`src/rtl/pipelined_ext_adder_pkg.sv`:
```
// Package pipe_adder_pkg: shared helpers for the pipelined extend-and-add block.
//   nseg()       number of carry segments (pipeline stages) for a given width
//   seg_w()      width of segment k; only the top segment may be short
//   stage_ctrl_t per-transaction control captured at the input
package pipe_adder_pkg;

  typedef struct packed {
    logic valid;
    logic b_sext;
  } stage_ctrl_t;

  function automatic int nseg(input int a_w, input int sw);
    return (a_w + sw - 32'sd1) / sw;
  endfunction

  function automatic int seg_w(input int k, input int a_w, input int sw);
    if (k < nseg(a_w, sw) - 32'sd1) begin
      return sw;
    end else begin
      return a_w - (nseg(a_w, sw) - 32'sd1) * sw;
    end
  endfunction

endpackage

```
`src/rtl/pipelined_ext_adder_if.sv`:
```
// Handshake bundle for pipelined_ext_adder.
//   in_valid/in_ready/in_a/in_b/in_b_sext : input transaction
//   in_cin                                : carry-in, only with PIPE_EXT_ADDER_CIN_EN
//   out_valid/out_ready/out_sum           : result transaction (A_W+1 bits)
// master = producer/consumer side, slave = the adder.
interface pipelined_ext_adder_if #(
  parameter int A_W = 49,
  parameter int B_W = 17
);
  logic           in_valid;
  logic           in_ready;
  logic [A_W-1:0] in_a;
  logic [B_W-1:0] in_b;
  logic           in_b_sext;
`ifdef PIPE_EXT_ADDER_CIN_EN
  logic           in_cin;
`endif
  logic           out_valid;
  logic           out_ready;
  logic [A_W:0]   out_sum;

  modport master (
    output in_valid, in_a, in_b, in_b_sext, out_ready,
`ifdef PIPE_EXT_ADDER_CIN_EN
    output in_cin,
`endif
    input  in_ready, out_valid, out_sum
  );

  modport slave (
    input  in_valid, in_a, in_b, in_b_sext, out_ready,
`ifdef PIPE_EXT_ADDER_CIN_EN
    input  in_cin,
`endif
    output in_ready, out_valid, out_sum
  );
endinterface

```
`src/rtl/pipelined_ext_adder_seg.sv`:
```
// adder_seg: one carry segment of the pipelined adder.
//   clk, rst_n  clock, synchronous active-low reset
//   en          stage advance; registers hold when low
//   a, b, cin   segment operands and incoming carry
//   sum_q       registered segment sum
//   cout_q      registered carry out, consumed by the next stage
module adder_seg #(
  parameter int W = 16
) (
  input  logic         clk,
  input  logic         rst_n,
  input  logic         en,
  input  logic [W-1:0] a,
  input  logic [W-1:0] b,
  input  logic         cin,
  output logic [W-1:0] sum_q,
  output logic         cout_q
);
  logic [W:0]   full_s;
  logic [W-1:0] sum_d;
  logic         cout_d;

  // Segment add with carry-in; hold the registered result while stalled.
  always_comb begin
    full_s = {1'b0, a} + {1'b0, b} + {{W{1'b0}}, cin};
    if (en) begin
      sum_d  = full_s[W-1:0];
      cout_d = full_s[W];
    end else begin
      sum_d  = sum_q;
      cout_d = cout_q;
    end
  end

  // Segment result register.
  always_ff @(posedge clk) begin
    if (!rst_n) begin
      sum_q  <= {W{1'b0}};
      cout_q <= 1'b0;
    end else begin
      sum_q  <= sum_d;
      cout_q <= cout_d;
    end
  end
endmodule

```
`src/rtl/pipelined_ext_adder.sv`:
```
// pipelined_ext_adder: out_sum = {carry, in_a + ext(in_b)} with the carry chain
// cut into SEG_W-bit segments, one pipeline stage per segment.
//   clk    rising-edge clock
//   rst_n  synchronous reset, active low; discards everything in flight
//   bus    pipelined_ext_adder_if.slave (valid/ready in, valid/ready out)
// Optional macro PIPE_EXT_ADDER_CIN_EN adds bus.in_cin as the stage-0 carry-in.
// Stage k adds segment k; operand bits of higher segments ride forward in the
// g_fwd registers and finished low segments ride forward in g_lo so that the
// last stage presents the complete sum. Whole pipeline stalls together.
module pipelined_ext_adder
  import pipe_adder_pkg::*;
#(
  parameter int A_W   = 49,
  parameter int B_W   = 17,
  parameter int SEG_W = 16
) (
  input  logic                 clk,
  input  logic                 rst_n,
  pipelined_ext_adder_if.slave bus
);
  localparam int NSEG = nseg(A_W, SEG_W);

  logic            advance_s;
  logic            in_ready_s;
  logic            cin0_s;
  logic [A_W-1:0]  b_ext_s;
  stage_ctrl_t     in_ctrl_s;
  logic [NSEG-1:0] vld_d, vld_q;

  assign advance_s  = bus.out_ready | ~vld_q[NSEG-1];
  // Reset overrides the stall so the producer sees ready while reset is held.
  assign in_ready_s = advance_s | ~rst_n;

  assign in_ctrl_s.valid  = bus.in_valid & in_ready_s;
  assign in_ctrl_s.b_sext = bus.in_b_sext;

  if (B_W == A_W) begin : g_noext
    assign b_ext_s = bus.in_b;
  end else begin : g_ext
    assign b_ext_s = {{(A_W-B_W){in_ctrl_s.b_sext & bus.in_b[B_W-1]}}, bus.in_b};
  end

`ifdef PIPE_EXT_ADDER_CIN_EN
  assign cin0_s = bus.in_cin;
`else
  assign cin0_s = 1'b0;
`endif

  // Valid chain: shift on advance, bubbles enter as valid = 0.
  always_comb begin
    if (advance_s) begin
      vld_d = NSEG'({vld_q, in_ctrl_s.valid});
    end else begin
      vld_d = vld_q;
    end
  end

  // Valid chain register.
  always_ff @(posedge clk) begin
    if (!rst_n) begin
      vld_q <= {NSEG{1'b0}};
    end else begin
      vld_q <= vld_d;
    end
  end

  // Operand skew: stage k keeps the bits above its own segment for later stages.
  for (genvar k = 0; k < NSEG - 1; k++) begin : g_fwd
    localparam int HI  = (k + 1) * SEG_W;
    localparam int REM = A_W - HI;
    logic [REM-1:0] a_src_s, b_src_s, a_d, b_d, a_q, b_q;

    if (k == 0) begin : g_first
      assign a_src_s = bus.in_a[A_W-1:HI];
      assign b_src_s = b_ext_s[A_W-1:HI];
    end else begin : g_next
      assign a_src_s = g_fwd[k-1].a_q[REM+SEG_W-1:SEG_W];
      assign b_src_s = g_fwd[k-1].b_q[REM+SEG_W-1:SEG_W];
    end

    // Forward operands on advance, hold otherwise.
    always_comb begin
      if (advance_s) begin
        a_d = a_src_s;
        b_d = b_src_s;
      end else begin
        a_d = a_q;
        b_d = b_q;
      end
    end

    // Operand skew register.
    always_ff @(posedge clk) begin
      if (!rst_n) begin
        a_q <= {REM{1'b0}};
        b_q <= {REM{1'b0}};
      end else begin
        a_q <= a_d;
        b_q <= b_d;
      end
    end
  end

  // Segment adders; stage k takes the carry registered by stage k-1.
  for (genvar k = 0; k < NSEG; k++) begin : g_seg
    localparam int W = seg_w(k, A_W, SEG_W);
    logic [W-1:0] a_s, b_s, sum_q;
    logic         cin_s, cout_q;

    if (k == 0) begin : g_first
      assign a_s   = bus.in_a[W-1:0];
      assign b_s   = b_ext_s[W-1:0];
      assign cin_s = cin0_s;
    end else begin : g_next
      assign a_s   = g_fwd[k-1].a_q[W-1:0];
      assign b_s   = g_fwd[k-1].b_q[W-1:0];
      assign cin_s = g_seg[k-1].cout_q;
    end

    adder_seg #(.W(W)) u_seg (
      .clk    (clk),
      .rst_n  (rst_n),
      .en     (advance_s),
      .a      (a_s),
      .b      (b_s),
      .cin    (cin_s),
      .sum_q  (sum_q),
      .cout_q (cout_q)
    );
  end

  // Result skew: stage k carries the finished low k segments alongside its own.
  for (genvar k = 1; k < NSEG; k++) begin : g_lo
    localparam int LO = k * SEG_W;
    logic [LO-1:0] src_s, lo_d, lo_q;

    if (k == 1) begin : g_first
      assign src_s = g_seg[0].sum_q;
    end else begin : g_next
      assign src_s = {g_seg[k-1].sum_q, g_lo[k-1].lo_q};
    end

    // Forward finished sums on advance, hold otherwise.
    always_comb begin
      if (advance_s) begin
        lo_d = src_s;
      end else begin
        lo_d = lo_q;
      end
    end

    // Low-sum skew register.
    always_ff @(posedge clk) begin
      if (!rst_n) begin
        lo_q <= {LO{1'b0}};
      end else begin
        lo_q <= lo_d;
      end
    end
  end

  if (NSEG == 1) begin : g_out_single
    assign bus.out_sum = {g_seg[0].cout_q, g_seg[0].sum_q};
  end else begin : g_out_multi
    assign bus.out_sum = {g_seg[NSEG-1].cout_q, g_seg[NSEG-1].sum_q, g_lo[NSEG-1].lo_q};
  end

  assign bus.out_valid = vld_q[NSEG-1];
  assign bus.in_ready  = in_ready_s;
endmodule
```
`src/flat_wrapper.sv`:
```
// flat-port wrapper written by rule: the top's interface ports become plain ports
module pipelined_ext_adder_flat import pipe_adder_pkg::*;
#(
  parameter int A_W   = 49,
  parameter int B_W   = 17,
  parameter int SEG_W = 16
)
  (clk, rst_n, bus_in_valid, bus_in_a, bus_in_b, bus_in_b_sext, bus_out_ready, bus_in_ready, bus_out_valid, bus_out_sum);
  pipelined_ext_adder_if #(.A_W(A_W), .B_W(B_W)) bus_i ();
  input  logic clk;
  input  logic rst_n;
  input wire logic [$bits(bus_i.in_valid)-1:0] bus_in_valid;
  input wire logic [$bits(bus_i.in_a)-1:0] bus_in_a;
  input wire logic [$bits(bus_i.in_b)-1:0] bus_in_b;
  input wire logic [$bits(bus_i.in_b_sext)-1:0] bus_in_b_sext;
  input wire logic [$bits(bus_i.out_ready)-1:0] bus_out_ready;
  output wire logic [$bits(bus_i.in_ready)-1:0] bus_in_ready;
  output wire logic [$bits(bus_i.out_valid)-1:0] bus_out_valid;
  output wire logic [$bits(bus_i.out_sum)-1:0] bus_out_sum;
  assign bus_i.in_valid = bus_in_valid;
  assign bus_i.in_a = bus_in_a;
  assign bus_i.in_b = bus_in_b;
  assign bus_i.in_b_sext = bus_in_b_sext;
  assign bus_i.out_ready = bus_out_ready;
  assign bus_in_ready = bus_i.in_ready;
  assign bus_out_valid = bus_i.out_valid;
  assign bus_out_sum = bus_i.out_sum;
  pipelined_ext_adder #(.A_W(A_W), .B_W(B_W), .SEG_W(SEG_W)) u_core (.clk(clk), .rst_n(rst_n), .bus(bus_i));
endmodule
```
`config.mk`:
```
export PLATFORM = sky130hd
export DESIGN_NAME = pipelined_ext_adder_flat
export DESIGN_NICKNAME = d
export VERILOG_FILES = /design/src/rtl/pipelined_ext_adder_pkg.sv /design/src/rtl/pipelined_ext_adder_if.sv /design/src/rtl/pipelined_ext_adder_seg.sv /design/src/rtl/pipelined_ext_adder.sv /design/src/flat_wrapper.sv
export SDC_FILE = /design/constraint.sdc
export NUM_CORES = 1
export LEC_CHECK = 0
export ABC_AREA = 1
export CAP_MARGIN = 40
export CORE_AREA = 2 2 156 158
export CTS_BUF_LIST = sky130_fd_sc_hd__clkbuf_16
export DETAILED_ROUTE_END_ITERATION = 12
export DIE_AREA = 0 0 158 160
export GPL_ROUTABILITY_DRIVEN = 0
export PLACE_DENSITY = 0.71
export RECOVER_POWER = 25
export SYNTH_ARGS = -nofsm -noshare
export SYNTH_HDL_FRONTEND = slang
export SYNTH_HIERARCHICAL = 1
export SYNTH_SLANG_ARGS = --single-unit
```
`constraint.sdc`:
```
create_clock -name clk -period 5.3 [get_ports clk]
set_clock_uncertainty 0.15 [all_clocks]
set_input_delay 0.53 -clock clk [delete_from_list [all_inputs] [get_ports clk]]
set_output_delay 0.53 -clock clk [all_outputs]
set_load 0.005 [all_outputs]
```
==> results.ini <==
[layout]
fillers = 2309
final_nets = 2029
area.growth.synth_to_final_pct = 18.0
final_common_cell = nor2_1
diodes = 0
final_cell_mix = nor2_1 (420), nand2_1 (402), inv_1 (315)
fin_util = 0.573
drive_above_1_share = 0.0515

[floorplan]
num_io_pins = 123
initial_core_util = 0.486
fp.dieW_um = 158
die_area_mm2 = 0.0253
row_count = 57
core-area_mm2 = 0.0238
die_h_um = 160

[timing]
rsz0062_at_grt = false
fmax_mhz = 309
setup_viol = 0
min_period_ns = 3.24
tightestPinTransition_ns = 0.773
hold_viol_final = 0
tns_ns = 0
drv_slew = 0
period_share = 0.611
slew_headroom = 0.484

[drt]
routedWlPerCell_um = 11.5
antenna_left = 0
drt_iter0_drc = 716
num_vias = 10480
viasPerCell = 4.67
totalWireLength_um = 25800
dr.pass1.iters = 5
post-route-drc-count = 0

[run_status]
run_status = completed

[synth]
synth.top_cell.area_share = 0.360
syn_area_mm2 = 0.0116
synth_largest_area_cell = dfxtp_1
syn_avg_cell_area_um2 = 6.32
synth.distinct_cells = 34
synth_edf_count = 0
synth_flop_cell = dfxtp_1
synth_nets = 1954
yosys-top-cells-area = dfxtp_1 (36%), nor2_1 (14%), nand2_1 (13%)
synth_cells = 1831
yosysSeqAreaShare = 0.360
synth-seq-cells = 208
async_flop_share = 0
yosysWarnings = 6

[cts]
root_buffer = clkbuf_16
cts.clk_slew.worst_paths_ns = 0.06
cts_tree = done
clock_latency_ns = 0.52
clock_sinks = 208
cts.path.max_buffers = 3
cts_buffers = 24
cts_hold_buf = 0
cts_max_level = 1
post-cts-setup-buffers = 0
post_cts_resized = 0

[worst_hold_path]
whs_path_depth = 2
hold_path_end = u_core/vld_q[3]$_SDFFE_PN0P_
hold_path_class = register to register
hold_start = u_core/vld_q[2]$_SDFFE_PN0P_

[critical_path]
path_max_fanout = 67
critPathLaunchType = register
slowest_stage = dfxtp_4
path_class = register to output port
crit_chain = inv_1, nor2_1, nand2_1, clkdlybuf4s50_1
worstPathRequired_ns = 4.62
max_stage_delay_ns = 0.84
arrival_ns = 2.56
rrSetupSlack_ns = 2.67
crit_path_end_kind = output port
regToRegStartpoint = u_core/g_fwd[1].b_q[0]$_SDFFE_PN0P_
r2r-end = u_core/g_seg[2].u_seg/sum_q[14]$_SDFFE_PN0P_
reg2regPathDepth = 12

[grt]
antenna_found_initial = 0
grt_use_total = 0.205
grt_pass1_vias = 9526
grt_max_degree = 155
grt_pass1_wl_um = 43800
grt-ovfl-total = 0

[power]
power.leakage_nw = 6.85
irDropWorstVdd_v = 0.000214
power_density_mw_per_mm2 = 293

[placed_design]
detailed_place_hpwl_um = 17400
port_buffers = 122

[run]
max-cap-violations = 0

## final cells by class
type	instances	area, um2	area share
multi-input combinational	1220	5730	0.420
sequential	208	4170	0.305
timing repair buffer	130	1340	0.0984
inverter	322	1210	0.0887
clock buffer	24	601	0.0440
tap	324	405	0.0297
clock inverter	18	194	0.0142
## routing by layer
layer / share of wire / GRT usage
met5: 0 / 0
met4: 0.015 / 0.0430
met1: 0.49 / 0.287
met3: 0.044 / 0.0236
met2: 0.45 / 0.341
## critical path, delay by kind of cell (launching register included)
kind / cells / cell delay [ns]
buffers and inverters: 2 / 0.59
flip-flops: 1 / 0.84
AND/OR/NAND/NOR: 2 / 0.59
## sequential cells by signal (all words and copies together), names as in the netlist
name / count
u_core/g_fwd.b_q: 4
u_core/g_lo.lo_q: 96
u_core/g_seg.u_seg/cout_q: 4
u_core/g_fwd.a_q: 51
u_core/vld_q: 4
u_core/g_seg.u_seg/sum_q: 49
## cell usage after synthesis, types with 7 or more instances
| cell type | n |
|---|---|
| nand2_1 | 403 |
| nand2_2 | 22 |
| nor2_1 | 419 |
| o211ai_1 | 7 |
| xor2_1 | 9 |
| ha_1 | 45 |
| nor3_2 | 7 |
| buf_4 | 21 |
| dfxtp_1 | 208 |
| fa_1 | 7 |
| o21ai_0 | 18 |
| nand3_1 | 214 |
| inv_1 | 309 |
| clkbuf_1 | 22 |
| a21oi_1 | 26 |
| inv_2 | 13 |
| buf_1 | 11 |
| buf_2 | 21 |
## cells by family after synthesis
group,Yosys count,share of synthesized area
AOI/OAI and AO/OA,57,0.0271
adders and majority gates,52,0.0608
buffers and inverters,403,0.145
and+or+nand+nor,1096,0.396
DFF,208,0.360
other,1,0.000324
xor gates and xnor gates,14,0.0106
## worst max-delay path by stage
stage	endpoint	cells after the start	startpoint	slack, ns
after floorplan	u_core/g_seg[2].u_seg/sum_q[8]$_SDFFE_PN0P_	11	u_core/g_fwd[1].b_q[0]$_SDFFE_PN0P_	3.03
after global placement	u_core/g_seg[2].u_seg/cout_q$_SDFFE_PN0P_	7	bus_out_ready	2.20
after detailed placement	u_core/g_seg[2].u_seg/cout_q$_SDFFE_PN0P_	7	bus_out_ready	2.18
after CTS	bus_in_ready	4	u_core/vld_q[3]$_SDFFE_PN0P_	2.26
after global routing	bus_in_ready	4	u_core/vld_q[3]$_SDFFE_PN0P_	1.93
final	bus_in_ready	4	u_core/vld_q[3]$_SDFFE_PN0P_	2.06
## per-stage QoR
step                std cells  instance area, um2  worst slack [ns]  total power [mW]  hold WS (ns)
floorplan                1831               11600              3.03              2.19         0.272
global placement         2202               12800              2.20              2.38         0.265
detailed placement       2204               12900              2.18              2.39         0.291
CTS                      2246               13700              2.26              4.05         0.294
global route             2246               13700              1.93              4.21         0.332
finish                   2246               13700              2.06              4.01         0.293
## power breakdown
group	switching, mW	internal (mW)	total (mW)
Sequential	0.0737	1.68	1.75
Combinational	0.340	0.262	0.602
Clock	0.637	1.01	1.65
(Power assumes the default switching activity.)
